--- src/rtl/cpu_clk_pkg.sv ---
// Shared state encoding and default divisors for the CPU clock-enable controller.
// Used by the controller, the CPU top and the board display logic; no timing of its own.
package cpu_clk_pkg;

    typedef enum logic [1:0] {
        ST_IDLE   = 2'd0,
        ST_RUN    = 2'd1,
        ST_HALTED = 2'd2
    } cpu_clk_state_e;

    localparam int unsigned FAST_DIV_DEF   = 31;
    localparam int unsigned SLOW_DIV_DEF   = 2500001;
    localparam int unsigned DEB_CYCLES_DEF = 1000000;

    function automatic int unsigned max_u(input int unsigned a, input int unsigned b);
        return (a > b) ? a : b;
    endfunction

endpackage

--- src/rtl/cpu_clk_ctrl_btn_debounce.sv ---
// Button conditioner: 2-FF synchronizer, stability debounce, one-cycle rise pulse.
// rise_o lands 2 (sync) + DEB_CYCLES + 1 cycles after the press is first sampled; no backpressure.
module btn_debounce
    import cpu_clk_pkg::*;
#(
    parameter int unsigned DEB_CYCLES = DEB_CYCLES_DEF
) (
    input  logic clk_i,
    input  logic rst_ni,
    input  logic btn_i,
    output logic db_o,
    output logic rise_o
);

    localparam int unsigned CW = $clog2(DEB_CYCLES + 1);

    logic [1:0]    sync_q, sync_d;
    logic [CW-1:0] cnt_q, cnt_d;
    logic          db_q, db_d;
    logic          db_prev_q;
    logic          rise_q, rise_d;

    always_comb begin
        sync_d = {sync_q[0], btn_i};
        db_d   = db_q;
        cnt_d  = '0;
        // The level only flips once the counter has confirmed a full stable window.
        if (sync_q[1] != db_q) begin
            if (cnt_q == CW'(DEB_CYCLES)) begin
                db_d = sync_q[1];
            end else begin
                cnt_d = cnt_q + CW'(1);
            end
        end
        rise_d = db_q & ~db_prev_q;
    end

    always_ff @(posedge clk_i) begin
        if (!rst_ni) begin
            sync_q    <= '0;
            cnt_q     <= '0;
            db_q      <= 1'b0;
            db_prev_q <= 1'b0;
            rise_q    <= 1'b0;
        end else begin
            sync_q    <= sync_d;
            cnt_q     <= cnt_d;
            db_q      <= db_d;
            db_prev_q <= db_q;
            rise_q    <= rise_d;
        end
    end

    assign db_o   = db_q;
    assign rise_o = rise_q;

endmodule

--- src/rtl/cpu_clk_ctrl.sv ---
// Run/step/halt controller producing a one-cycle CPU clock enable from the system clock.
// cpu_ce is registered: P cycles after entering RUN, or one cycle after a debounced step; no backpressure.
module cpu_clk_ctrl
    import cpu_clk_pkg::*;
#(
    parameter int unsigned FAST_DIV   = FAST_DIV_DEF,
    parameter int unsigned SLOW_DIV   = SLOW_DIV_DEF,
    parameter int unsigned DEB_CYCLES = DEB_CYCLES_DEF
) (
    input  logic        clk_in,
    input  logic        rst_n,
    input  logic        choose,
    input  logic        run_sw,
    input  logic        step_btn,
    input  logic        halt_req,
    output logic        cpu_ce,
    output logic        halted,
    output logic [1:0]  state,
    output logic [31:0] tick_cnt
);

    localparam int unsigned CW = $clog2(max_u(FAST_DIV, SLOW_DIV));

    cpu_clk_state_e state_q, state_d;
    logic [CW-1:0]  cnt_q, cnt_d;
    logic [CW-1:0]  period_m1;
    logic           choose_q;
    logic           choose_chg;
    logic           ce_q, ce_d;
    logic [31:0]    tick_q, tick_d;
    logic           step_db;
    logic           step_rise;

    btn_debounce #(
        .DEB_CYCLES (DEB_CYCLES)
    ) u_step_deb (
        .clk_i  (clk_in),
        .rst_ni (rst_n),
        .btn_i  (step_btn),
        .db_o   (step_db),
        .rise_o (step_rise)
    );

    assign choose_chg = (choose != choose_q);
    assign period_m1  = choose_q ? CW'(FAST_DIV - 1) : CW'(SLOW_DIV - 1);

    always_comb begin
        state_d = state_q;
        cnt_d   = cnt_q;
        ce_d    = 1'b0;
        case (state_q)
            ST_IDLE: begin
                cnt_d = '0;
                if (halt_req) begin
                    state_d = ST_HALTED;
                end else if (run_sw) begin
                    state_d = ST_RUN;
                end else if (step_rise) begin
                    ce_d = 1'b1;
                end
            end
            ST_RUN: begin
                if (halt_req) begin
                    state_d = ST_HALTED;
                    cnt_d   = '0;
                end else if (!run_sw) begin
                    state_d = ST_IDLE;
                    cnt_d   = '0;
                end else if (choose_chg) begin
                    cnt_d = '0;
                end else if (cnt_q >= period_m1) begin
                    // >= rather than == so a shrunken period still terminates the count.
                    ce_d  = 1'b1;
                    cnt_d = '0;
                end else begin
                    cnt_d = cnt_q + CW'(1);
                end
            end
            ST_HALTED: begin
                cnt_d = '0;
                if (!run_sw && !halt_req) begin
                    state_d = ST_IDLE;
                end
            end
            default: begin
                state_d = ST_IDLE;
                cnt_d   = '0;
            end
        endcase
        tick_d = tick_q + {31'd0, ce_d};
    end

    always_ff @(posedge clk_in) begin
        if (!rst_n) begin
            state_q  <= ST_IDLE;
            cnt_q    <= '0;
            choose_q <= 1'b0;
            ce_q     <= 1'b0;
            tick_q   <= '0;
        end else begin
            state_q  <= state_d;
            cnt_q    <= cnt_d;
            choose_q <= choose;
            ce_q     <= ce_d;
            tick_q   <= tick_d;
        end
    end

    assign cpu_ce   = ce_q;
    assign halted   = (state_q == ST_HALTED);
    assign state    = state_q;
    assign tick_cnt = tick_q;

    // The debounced level itself is only needed by other button users.
    logic unused_db;
    assign unused_db = step_db;

endmodule

--- config.mk ---
export PLATFORM = sky130hd
export DESIGN_NAME = cpu_clk_ctrl
export DESIGN_NICKNAME = d
export VERILOG_FILES = /design/src/rtl/cpu_clk_pkg.sv /design/src/rtl/cpu_clk_ctrl_btn_debounce.sv /design/src/rtl/cpu_clk_ctrl.sv
export SDC_FILE = /design/constraint.sdc
export NUM_CORES = 1
export LEC_CHECK = 0
export CAP_MARGIN = 10
export CORE_UTILIZATION = 49
export CTS_CLUSTER_DIAMETER = 40
export DETAILED_ROUTE_END_ITERATION = 16
export GPL_TIMING_DRIVEN = 1
export PLACE_DENSITY = 0.75
export REMOVE_ABC_BUFFERS = 1
export SETUP_SLACK_MARGIN = 0.4
export SLEW_MARGIN = 5
export SYNTH_ARGS = -nofsm -noshare
export SYNTH_HDL_FRONTEND = slang
export SYNTH_HIERARCHICAL = 1
export SYNTH_SLANG_ARGS = --single-unit
--- constraint.sdc ---
create_clock -name clk_in -period 5.3 [get_ports clk_in]
set_input_delay 1.06 -clock clk_in [delete_from_list [all_inputs] [get_ports clk_in]]
set_output_delay 1.06 -clock clk_in [all_outputs]
set_load 0.03 [all_outputs]
# Yosys cells after proc, flatten, opt, wreduce, memory -nomap -nowiden
# Cells that the tools add are included.
totals:
  register_bits: 83
  inputBits: 6
  wordCells: 51
classes:
  n_addsub: 3
  n_lt_le_gt_ge: 1
  n_eq_ne: 8
  muxes: 15
  bitwise_logic: 6
  n_reduce_logical: 8
op_table:
  columns: ["operator", "count"]
  rows:
  - ["adder 32 x 1 -> 32 bit", 1]
  - ["adder 22 x 1 -> 22 bit, second input constant", 1]
  - ["greater-or-equal comparator 22 bit", 1]
  - ["2-to-1 mux 22 bit", 1]
  - ["adder 20 x 1 -> 20 bit, second input constant", 1]
  - ["== test 20 bit, second input constant", 1]
  - ["2-to-1 mux 2 bit", 5]
  - ["2-to-1 mux 1 bit", 7]
  - ["inequality test 3 bit, second input constant", 2]
  - ["one-hot mux 2 bit (3 select lines)", 1]
  - ["OR reduction 6 bit", 1]
  - ["inverter 1 bit", 5]
  - ["AND reduction 3 bit", 1]
  - ["OR reduction 3 bit", 1]
  - ["== test 2 x 1 -> 1 bit, second input constant", 1]
  - ["== test 2 bit, second input constant", 1]
  - ["zero test 1 bit", 2]
  - ["zero test 2 bit", 1]
  - ["inequality test 1 bit", 2]
  - ["inequality test 2 x 1 -> 1 bit, second input constant", 1]
  - ["one-hot mux 1 bit (2 select lines)", 1]
  - ["AND reduction 2 bit", 1]
  - ["AND 1 bit", 1]
  - ["logical AND 1 bit", 1]

# Depth between registers and ports, before layout
# Gate-level depths: netlist of run 1.
depth:
  depth_word: 8
  depth_mapped: 13
  ltp_nobuf: 13

# Hierarchy
# The synthesis of run 1 kept the hierarchy.
by_module_without_submodules:
  columns: ["module", "n_inst", "cells_each", "area_each_um2", "seq_area_each_um2"]
  rows:
  - ["cpu_clk_ctrl", 1, 319, 2886.5, 1161.1]
  - ["btn_debounce", 1, 123, 1086.0, 500.5]

# Least setup slack after synthesis of run 1
# No wires, ideal clock.
synth_timing:
  kind: "reg2reg"
  startpoint: "reg choose_q"
  endpoint: "reg tick_q[12], in the netlist tick_cnt[12]"
  setup_time_ns: 0.115
  arrival_ns: 2.973
  setup_slack_ns: 2.212
  stages_incl_launch_ff: 13
  n_path_buf: 0
  synth_period_minus_slack_ns: 3.088
  path_cell_list: "dfxtp_1 -> ha_1 -> or4bb_1 -> nor4_1 -> o311a_1 -> o31ai_1 -> nand2_1 -> ha_1 -> ha_1 -> nand2_1 -> or3_1 -> xnor2_1 -> and2_1"
synth_between:
  elab_chain_cells: 8
  elab_cells_between_ends: 9
synth_lines:
  columns: ["element", "line_no", "text"]
  rows:
  - ["start: declaration", "cpu_clk_ctrl.sv:27", "logic choose_q;"]
  - ["start signal: assignment", "cpu_clk_ctrl.sv:103", "choose_q <= choose;"]
  - ["2-to-1 mux 22 bit", "cpu_clk_ctrl.sv:45", "assign period_m1 = choose_q ? CW'(FAST_DIV - 1) : CW'(SLOW_DIV - 1);"]
  - ["greater-or-equal comparator 22 bit", "cpu_clk_ctrl.sv:71", "end else if (cnt_q >= period_m1) begin"]
  - ["2-to-1 mux 1 bit", "cpu_clk_ctrl.sv:71", null]
  - ["2-to-1 mux 1 bit *", "cpu_clk_ctrl.sv:69", "end else if (choose_chg) begin"]
  - ["2-to-1 mux 1 bit *", "cpu_clk_ctrl.sv:66", "end else if (!run_sw) begin"]
  - ["2-to-1 mux 1 bit *", "cpu_clk_ctrl.sv:63", "if (halt_req) begin"]
  - ["one-hot mux 1 bit (2 select lines) *", "cpu_clk_ctrl.sv:51", "case (state_q)"]
  - ["named net ce_d", "cpu_clk_ctrl.sv:29", "logic ce_q, ce_d;"]
  - ["adder 32 x 1 -> 32 bit *", "cpu_clk_ctrl.sv:90", "tick_d = tick_q + {31'd0, ce_d};"]
  - ["end signal: assignment", "cpu_clk_ctrl.sv:105", "tick_q <= tick_d;"]
  - ["end: declaration", "cpu_clk_ctrl.sv:30", "logic [31:0] tick_q, tick_d;"]
# The timed path passes the listed nets; every way through them passes the cells marked *.
# A chain may end at the register's enable or synchronous reset.

# Worst setup path in the final report of run 1
layout_timing:
  startpoint: "reg choose_q"
  endpoint: "reg tick_q[21], in the netlist tick_cnt[21]"
# The elaborated chain is that of the path after synthesis.

==> results of run 1 <==
## state kept, by name (all words and copies together), names as in the netlist
name and count:
choose_q 1, cnt_q 22, cpu_ce 1, state 2, tick_cnt 32, u_step_deb/cnt_q 20, u_step_deb/db_o 1, u_step_deb/db_prev_q 1
u_step_deb/rise_o 1, u_step_deb/sync_q 2
## report_power, final
group          internal [W]  switching [W]  leakage [nW]
sequential         0.000625     0.00000305         0.669
clock              0.000230       0.000222        0.0926
combinational     0.0000125      0.0000152         0.853
total              0.000868       0.000240          1.61
## cells in the final DEF (no fill, tap or decap), types with 7 or more instances in the layout
cell type and n:
o21ai_0 8, and2_1 29, nor4_1 10, clkbuf_8 10, dfxtp_1 83, clkdlybuf4s50_1 41
xnor2_1 37, a21oi_1 7, nand4_1 25, xor2_1 25, nor3_1 13, or3_1 10
a21boi_0 7, and4_1 9, ha_1 17, nand3_1 26, inv_1 15, nor2_1 53
nand2_1 28
## cell usage after synthesis (9+ instances only)
| master | n | area (sq um) |
|---|---|---|
| and2_1 | 29 | 181 |
| nand4_1 | 25 | 156 |
| nor2_1 | 53 | 199 |
| nand3_1 | 26 | 130 |
| nand2_1 | 28 | 105 |
| ha_1 | 17 | 213 |
| nor4_1 | 10 | 62.6 |
| inv_1 | 15 | 56.3 |
| dfxtp_1 | 83 | 1660 |
| and4_1 | 9 | 78.8 |
| xor2_1 | 25 | 219 |
| or3_1 | 10 | 62.6 |
| xnor2_1 | 37 | 324 |
| nor3_1 | 13 | 65.1 |
## path summary, 6_finish.rpt
check	startpoint	endpoint	slack (ns)	cells past startpoint
setup / recovery	choose_q	tick_cnt[21]	1.67	12
hold / removal	u_step_deb/db_prev_q	u_step_deb/rise_o	0.38	1
setup reg to reg	choose_q	tick_cnt[21]	1.67	12
hold reg to reg	u_step_deb/db_prev_q	u_step_deb/rise_o	0.38	1
## logic make-up after synthesis
family / share of synthesized area
adders and majority gates: 0.0535
muxes: 0.00504
xor gates and xnor gates: 0.137
DFF: 0.418
AOI/OAI and AO/OA: 0.0466
buffers and inverters: 0.0296
and+or+nand+nor: 0.310
## per-layer routing
layer  up-vias  track usage
met5         -            0
met4         0       0.0690
met3         6       0.0357
met2        36        0.335
met1      1528        0.250
li1       1632            -
## critical path: cells and delay by family, from the launching register on
kind,cells,cell delay [ns]
flip-flops,1,0.46
XOR/XNOR,1,0.17
AO/OA/AOI/OAI,2,0.37
adder cells (fa/ha/maj),2,0.60
AND/OR/NAND/NOR,7,1.93
## area by class of cell
cell class | instances | area share
clock buffers | 12 | 0.0311
clock inverters | 4 | 0.0107
inverters | 15 | 0.0121
multi-input cells | 334 | 0.471
flip-flops and latches | 83 | 0.357
well taps | 102 | 0.0274
repair buffers | 43 | 0.0913
## stage by stage
step / power (W) / setup slack [ns] / utilization / area, sq um / std cells
floorplan: 0.000656 / 2.21 / - / 3910 / 432
global placement: 0.000670 / 1.73 / 0.575 / 4460 / 577
detailed placement: 0.000671 / 1.64 / 0.575 / 4460 / 577
CTS: 0.00112 / 1.66 / 0.600 / 4660 / 593
global route: 0.00115 / 1.40 / 0.600 / 4660 / 593
finish: 0.00111 / 1.67 / 0.600 / 4660 / 593
==> impl_results.html, run 1 <==
<table>
<tr><th>Metric</th><th>Value</th></tr>
<tr><th colspan="2">Global routing</th></tr>
<tr><td>Leftover overflow at the end of global routing</td><td>0</td></tr>
<tr><td>Largest net degree at the start of global routing</td><td>26</td></tr>
<tr><td>Overall fraction of global-route tracks in use</td><td>0.197</td></tr>
<tr><td>Initial antenna violation count</td><td>0</td></tr>
<tr><td>First-pass GRT wire length</td><td>13,600 microns</td></tr>
<tr><td>Number of global-route vias before repair</td><td>3,024</td></tr>
<tr><th colspan="2">Drt</th></tr>
<tr><td>Via count</td><td>3,202</td></tr>
<tr><td>WL met2</td><td>3730 microns</td></tr>
<tr><td>Uppermost routed layer</td><td>met4</td></tr>
<tr><td>Total wirelength of the detailed-routed design</td><td>7780 microns</td></tr>
<tr><td>Antenna violation net count after detailed routing</td><td>0</td></tr>
<tr><td>Routed length on met1</td><td>3770 microns</td></tr>
<tr><td>1st-iter DRT viols</td><td>119</td></tr>
<tr><td>Met3 Wirelength</td><td>190 microns</td></tr>
<tr><td>DR WL/cell</td><td>13.1 microns</td></tr>
<tr><td>Number of remaining DRC errors</td><td>0</td></tr>
<tr><td>Post-detailed-route via-to-cell ratio</td><td>5.40</td></tr>
<tr><td>Detailed-router iteration count before antenna repair</td><td>4</td></tr>
<tr><th colspan="2">Timing</th></tr>
<tr><td>Worst slew margin</td><td>0.522</td></tr>
<tr><td>Unrepaired setup endpoints after global routing</td><td>no</td></tr>
<tr><td>Maximum operating frequency</td><td>276 MHz</td></tr>
<tr><td>Worst clock skew</td><td>0.0102 ns</td></tr>
<tr><td>Tmin final</td><td>3.63 ns</td></tr>
<tr><td>Summed negative setup slack over all endpoints</td><td>0 ns</td></tr>
<tr><td>Final Setup Violations</td><td>0</td></tr>
<tr><td>Period utilization</td><td>0.684</td></tr>
<tr><td>Total count of hold-check failures in the final report</td><td>0</td></tr>
<tr><td>Worst hold slack across all endpoints</td><td>0.382 ns</td></tr>
<tr><td>Tightest Pin Transition</td><td>0.715 ns</td></tr>
<tr><td>Pins over their slew limit</td><td>0</td></tr>
<tr><th colspan="2">Place</th></tr>
<tr><td>Global placement routability congestion</td><td>0.794</td></tr>
<tr><td>Port-buffer cells</td><td>41</td></tr>
<tr><td>Estimated wirelength of the detail-placed design</td><td>5550 microns</td></tr>
<tr><th colspan="2">Finish</th></tr>
<tr><td>Final net count</td><td>509</td></tr>
<tr><td>Area grow syn2layout</td><td>17.3%</td></tr>
<tr><td>Area of the multi-input gates</td><td>2190 sq um</td></tr>
<tr><td>Number of inserted filler cells in the final layout</td><td>713</td></tr>
<tr><td>Ratio of cells with drive above 1 in the final layout</td><td>0.0489</td></tr>
<tr><td>Area taken by flip-flops and latches</td><td>1660 sq um</td></tr>
<tr><td>Antenna fix cells</td><td>0</td></tr>
<tr><th colspan="2">Critical path</th></tr>
<tr><td>Critical path capture point type</td><td>flop</td></tr>
<tr><td>Slowest CP cell</td><td>nor4_1</td></tr>
<tr><td>CP Data Required Time</td><td>5.54 ns</td></tr>
<tr><td>Critical path's largest stage delay</td><td>0.56 ns</td></tr>
<tr><td>Cell-by-cell trace of the critical path</td><td>ha_1 &gt; or4b_1 &gt; nor4_1 &gt; o311a_1 &gt; o31ai_1 &gt; nand2_1 &gt; ha_1 &gt; nand2_1 &gt; nor4_1 &gt; nand3_1 &gt; xnor2_1 &gt; and2_1</td></tr>
<tr><td>Maximum fanout along the worst path</td><td>11</td></tr>
<tr><td>Worst setup path category</td><td>reg -&gt; reg</td></tr>
<tr><td>Critical path arrival</td><td>3.87 ns</td></tr>
<tr><td>Startpoint Class</td><td>flop</td></tr>
<tr><th colspan="2">Die</th></tr>
<tr><td>Boundary Pins</td><td>42</td></tr>
<tr><td>Area of the core region</td><td>7770 sq um</td></tr>
<tr><td>Die outline width</td><td>92.0 microns</td></tr>
<tr><td>Chip Height</td><td>92.0 microns</td></tr>
<tr><td>Initial standard-cell utilization of the core</td><td>0.511</td></tr>
<tr><td>Die area</td><td>8470 sq um</td></tr>
<tr><td>Number of placement rows</td><td>32</td></tr>
<tr><th colspan="2">CTS</th></tr>
<tr><td>Cell chosen for the clock root</td><td>clkbuf_8</td></tr>
<tr><td>H-Tree Depth</td><td>3</td></tr>
<tr><td>CTS tree</td><td>done</td></tr>
<tr><td>Post-CTS Setup Bufs</td><td>0</td></tr>
<tr><td>Total clock buffers created by CTS</td><td>9</td></tr>
<tr><td>Hold_buf cts</td><td>0</td></tr>
<tr><td>Worst skew pair latency</td><td>0.34 ns</td></tr>
<tr><td>Clock transition at the registers of the reported paths</td><td>0.08 ns</td></tr>
<tr><td>CTS Sinks</td><td>83</td></tr>
<tr><td>Number of gates resized after cts</td><td>0</td></tr>
<tr><td>Clock buffer depth</td><td>2</td></tr>
<tr><th colspan="2">Worst hold path</th></tr>
<tr><td>Hold Path Class</td><td>reg -&gt; reg</td></tr>
<tr><th colspan="2">Logic synthesis</th></tr>
<tr><td>Flip-flop and latch count after synthesis</td><td>83</td></tr>
<tr><td>Part of the Yosys area used for sequential elements</td><td>0.418</td></tr>
<tr><td>Async set or reset register ratio after synthesis</td><td>0</td></tr>
<tr><td>Avg Synthesized Cell Area</td><td>8.99 sq um</td></tr>
<tr><td>Top_reg_cell synth</td><td>dfxtp_1</td></tr>
<tr><td>Number of synthesized flops with an enable pin</td><td>0</td></tr>
<tr><td>Unique cell type count in the Yosys netlist</td><td>38</td></tr>
<tr><td>Post-synthesis cell area</td><td>3970 sq um</td></tr>
<tr><td>Synthesized instance count</td><td>442</td></tr>
<tr><td>Yosys warning total</td><td>6</td></tr>
<tr><th colspan="2">Outcome</th></tr>
<tr><td>Outcome</td><td>finished clean</td></tr>
<tr><th colspan="2">Run</th></tr>
<tr><td>Maxcap violations</td><td>0</td></tr>
<tr><th colspan="2">Pwr</th></tr>
<tr><td>Largest vdd supply drop</td><td>133 uV</td></tr>
<tr><td>Lkg Pwr</td><td>1.61 nW</td></tr>
<tr><td>Areal power density over the cells</td><td>238 nW/um^2</td></tr>
</table>
Note: power is estimated with default switching activity, not from simulation.
==> inputs of run 2 (changes only) <==
==> constraint.sdc (replaced) <==
create_clock -name clk_in -period 3.5 [get_ports clk_in]
set_input_delay 0.7 -clock clk_in [delete_from_list [all_inputs] [get_ports clk_in]]
set_output_delay 0.7 -clock clk_in [all_outputs]
set_load 0.03 [all_outputs]
==> run 2 against run 1 <==
Sequential cell count unchanged. First-iteration DRC count down 7.6%. Critical endpoint is now tick_cnt[24]. Clock skew down 0.0018 ns. Routed wire length increased by 6.0%. Count of clock-buffer cells in the layout did not move. Worst hold slack gained 0.0038 ns. Clock power increased by 51%. Cell area rose by 4.4%. Via count increased by 0.31%. Global-route usage down 0.21 points. Critical path type unchanged.
==> impl_results.html, run 2 (synthesis results as in run 1) <==
<table>
<tr><th>Metric</th><th>Value</th></tr>
<tr><th colspan="2">Die</th></tr>
<tr><td>Number of placement rows</td><td>32</td></tr>
<tr><td>Area of the core region</td><td>7770 sq um</td></tr>
<tr><td>Boundary Pins</td><td>42</td></tr>
<tr><td>Die area</td><td>8470 sq um</td></tr>
<tr><td>Chip Height</td><td>92.0 microns</td></tr>
<tr><td>Die outline width</td><td>92.0 microns</td></tr>
<tr><td>Initial standard-cell utilization of the core</td><td>0.511</td></tr>
<tr><th colspan="2">Worst hold path</th></tr>
<tr><td>Hold Path Class</td><td>reg -&gt; reg</td></tr>
<tr><th colspan="2">Drt</th></tr>
<tr><td>Total wirelength of the detailed-routed design</td><td>8250 microns</td></tr>
<tr><td>Detailed-router iteration count before antenna repair</td><td>4</td></tr>
<tr><td>DR WL/cell</td><td>13.8 microns</td></tr>
<tr><td>Routed length on met1</td><td>3960 microns</td></tr>
<tr><td>Via count</td><td>3,212</td></tr>
<tr><td>WL met2</td><td>3940 microns</td></tr>
<tr><td>Antenna violation net count after detailed routing</td><td>0</td></tr>
<tr><td>1st-iter DRT viols</td><td>110</td></tr>
<tr><td>Uppermost routed layer</td><td>met4</td></tr>
<tr><td>Met3 Wirelength</td><td>229 microns</td></tr>
<tr><td>Post-detailed-route via-to-cell ratio</td><td>5.35</td></tr>
<tr><td>Number of remaining DRC errors</td><td>0</td></tr>
<tr><th colspan="2">Critical path</th></tr>
<tr><td>CP Data Required Time</td><td>3.75 ns</td></tr>
<tr><td>Critical path capture point type</td><td>flop</td></tr>
<tr><td>Startpoint Class</td><td>flop</td></tr>
<tr><td>Critical Path End</td><td>tick_cnt[24]</td></tr>
<tr><td>Critical path's largest stage delay</td><td>0.47 ns</td></tr>
<tr><td>Critical path startpoint</td><td>choose_q</td></tr>
<tr><td>Register-to-register setup slack</td><td>0.39 ns</td></tr>
<tr><td>Length in cells of the worst reg-to-reg path</td><td>12</td></tr>
<tr><td>Worst setup path category</td><td>reg -&gt; reg</td></tr>
<tr><td>Endpoint of the worst register-to-register path</td><td>tick_cnt[24]</td></tr>
<tr><td>Worst R2R Start</td><td>choose_q</td></tr>
<tr><td>Maximum fanout along the worst path</td><td>6</td></tr>
<tr><td>Cell-by-cell trace of the critical path</td><td>ha_4 &gt; or4b_4 &gt; nor4_4 &gt; o22a_1 &gt; o31ai_2 &gt; nand2_1 &gt; ha_4 &gt; ha_4 &gt; nand4_1 &gt; nor3_1 &gt; xor2_1 &gt; and2_1</td></tr>
<tr><td>Most frequent cell on the critical path</td><td>ha_4</td></tr>
<tr><td>Number of cells on the critical path</td><td>12</td></tr>
<tr><td>Crit path buffers/inverters</td><td>0</td></tr>
<tr><td>CP top delay family</td><td>simple AND/OR/NAND/NOR gates</td></tr>
<tr><td>Slowest CP cell</td><td>or4b_4</td></tr>
<tr><td>Critical path arrival</td><td>3.36 ns</td></tr>
<tr><th colspan="2">Place</th></tr>
<tr><td>Port-buffer cells</td><td>41</td></tr>
<tr><td>Instance area at placement</td><td>4490 sq um</td></tr>
<tr><td>Global placement routability congestion</td><td>0.806</td></tr>
<tr><td>Estimated wirelength of the detail-placed design</td><td>5500 microns</td></tr>
<tr><th colspan="2">Timing</th></tr>
<tr><td>Pins over their slew limit</td><td>0</td></tr>
<tr><td>Tmin final</td><td>3.11 ns</td></tr>
<tr><td>Summed negative setup slack over all endpoints</td><td>0 ns</td></tr>
<tr><td>Tightest Pin Transition</td><td>0.709 ns</td></tr>
<tr><td>Maximum operating frequency</td><td>321 MHz</td></tr>
<tr><td>Final Setup Violations</td><td>0</td></tr>
<tr><td>Total count of hold-check failures in the final report</td><td>0</td></tr>
<tr><td>Worst slew margin</td><td>0.523</td></tr>
<tr><td>Worst clock skew</td><td>0.00835 ns</td></tr>
<tr><td>Unrepaired setup endpoints after global routing</td><td>yes</td></tr>
<tr><td>Period utilization</td><td>0.889</td></tr>
<tr><th colspan="2">CTS</th></tr>
<tr><td>Total clock buffers created by CTS</td><td>9</td></tr>
<tr><td>CTS tree</td><td>done</td></tr>
<tr><td>CTS Sinks</td><td>83</td></tr>
<tr><td>Worst skew pair latency</td><td>0.34 ns</td></tr>
<tr><td>Clock transition at the registers of the reported paths</td><td>0.08 ns</td></tr>
<tr><td>H-Tree Depth</td><td>3</td></tr>
<tr><td>Hold_buf cts</td><td>0</td></tr>
<tr><td>Cell chosen for the clock root</td><td>clkbuf_8</td></tr>
<tr><td>Clock buffer depth</td><td>2</td></tr>
<tr><th colspan="2">Finish</th></tr>
<tr><td>Flip-flop count of the largest register after layout</td><td>32</td></tr>
<tr><td>Final net count</td><td>516</td></tr>
<tr><td>Ratio of cells with drive above 1 in the final layout</td><td>0.102</td></tr>
<tr><td>Most frequent cells in the layout</td><td>81 x dfxtp_1, 53 x nor2_1, 41 x clkdlybuf4s50_1</td></tr>
<tr><td>Finished layout cell area</td><td>4860 sq um</td></tr>
<tr><td>Area grow syn2layout</td><td>22.5%</td></tr>
<tr><td>Area of the multi-input gates</td><td>2330 sq um</td></tr>
<tr><td>Antenna fix cells</td><td>0</td></tr>
<tr><td>Number of inserted filler cells in the final layout</td><td>658</td></tr>
<tr><td>Area taken by flip-flops and latches</td><td>1670 sq um</td></tr>
<tr><td>Most frequent standard cell in the layout excluding fill and tap cells</td><td>dfxtp_1</td></tr>
<tr><td>Post-layout util</td><td>0.626</td></tr>
<tr><th colspan="2">Global routing</th></tr>
<tr><td>Number of global-route vias before repair</td><td>2,905</td></tr>
<tr><td>Overall fraction of global-route tracks in use</td><td>0.195</td></tr>
<tr><td>Largest net degree at the start of global routing</td><td>43</td></tr>
<tr><td>First-pass GRT wire length</td><td>13,300 microns</td></tr>
<tr><td>Leftover overflow at the end of global routing</td><td>0</td></tr>
<tr><td>Initial antenna violation count</td><td>0</td></tr>
<tr><th colspan="2">Pwr</th></tr>
<tr><td>Areal power density over the cells</td><td>345 nW/um^2</td></tr>
<tr><td>Fraction of power consumed by combinational cells</td><td>0.028</td></tr>
<tr><td>Largest vdd supply drop</td><td>196 uV</td></tr>
<tr><td>Seq pwr share</td><td>0.565</td></tr>
<tr><td>Clock Power Share</td><td>0.406</td></tr>
<tr><td>Net Sw Frac</td><td>0.216</td></tr>
<tr><td>NetSw</td><td>0.000363 W</td></tr>
<tr><td>Lkg Pwr</td><td>1.70 nW</td></tr>
<tr><td>Int Power</td><td>0.00132 W</td></tr>
<tr><th colspan="2">Run</th></tr>
<tr><td>Maxcap violations</td><td>0</td></tr>
<tr><th colspan="2">Outcome</th></tr>
<tr><td>Outcome</td><td>finished clean</td></tr>
</table>
==> run 2: changes by cell type in the layout (fill, tap and decap cells not counted), moves of 3 or more <==
| cell | delta |
|---|---|
| nor4_1 | -3 |
| ha_1 | -4 |
| ha_4 | +4 |
| nor3_1 | -3 |
| nand2_1 | -3 |
| buf_4 | +6 |
==> run 2: area by class of cell <==
class                   count  area share
clock buffers              12      0.0298
clock inverters             4      0.0103
inverters                  15      0.0116
multi-input cells         334       0.480
flip-flops and latches     83       0.343
well taps                 102      0.0262
repair buffers             50      0.0990
==> run 2: repair_timing <==
item / CTS / global route
pin swaps: 3 / 14
setup endpoints to repair: 19 / 23
resized for setup: 7 / 24
setup buffers: 1 / 3
==> run 2: metal layers <==
metal,vias to the layer above,track usage
li1,1652,-
met1,1499,0.256
met2,49,0.318
met3,12,0.0265
met4,0,0.0885
met5,-,0
==> run 2: per-stage QoR <==
step                      worst slack, ns  hold slack, ns  cells  total power [W]
final                               0.387           0.386    600          0.00168
after global routing                0.274           0.395    600          0.00174
after CTS                           0.416           0.390    597          0.00169
after detailed placement            0.204           0.378    580          0.00102
after global placement              0.347           0.374    580          0.00102
after floorplan                     0.412           0.368    432         0.000993
==> run 2: worst register-to-register path, stage by stage, from the launching register on <==
cell and delay [ns]:
dfxtp_4 0.37, ha_4 0.26, or4b_4 0.47, nor4_4 0.27, o22a_1 0.27, o31ai_2 0.10, nand2_1 0.13, ha_4 0.19
ha_4 0.17, nand4_1 0.24, nor3_1 0.29, xor2_1 0.09, and2_1 0.16
==> run 2: worst min-delay path by stage <==
stage	endpoint	slack, ns	startpoint	cells after the start
6_report	u_step_deb/rise_o	0.39	u_step_deb/db_prev_q	1
4_1_cts	u_step_deb/rise_o	0.39	u_step_deb/db_prev_q	1
2_1_floorplan	u_step_deb/rise_o	0.37	u_step_deb/db_prev_q	1
5_1_grt	u_step_deb/rise_o	0.39	u_step_deb/db_prev_q	1
3_5_place_dp	u_step_deb/rise_o	0.38	u_step_deb/db_prev_q	1
3_3_place_gp	u_step_deb/rise_o	0.37	u_step_deb/db_prev_q	1
==> run 2: power groups by stage <==
stage / Sequential [W] / Combinational, W / Clock (W)
2_1_floorplan: 0.000975 / 0.0000181 / 0
3_3_place_gp: 0.000972 / 0.0000431 / 0
3_5_place_dp: 0.000972 / 0.0000440 / 0
4_1_cts: 0.000950 / 0.0000448 / 0.000699
5_1_grt: 0.000950 / 0.0000519 / 0.000741
6_report: 0.000949 / 0.0000475 / 0.000682
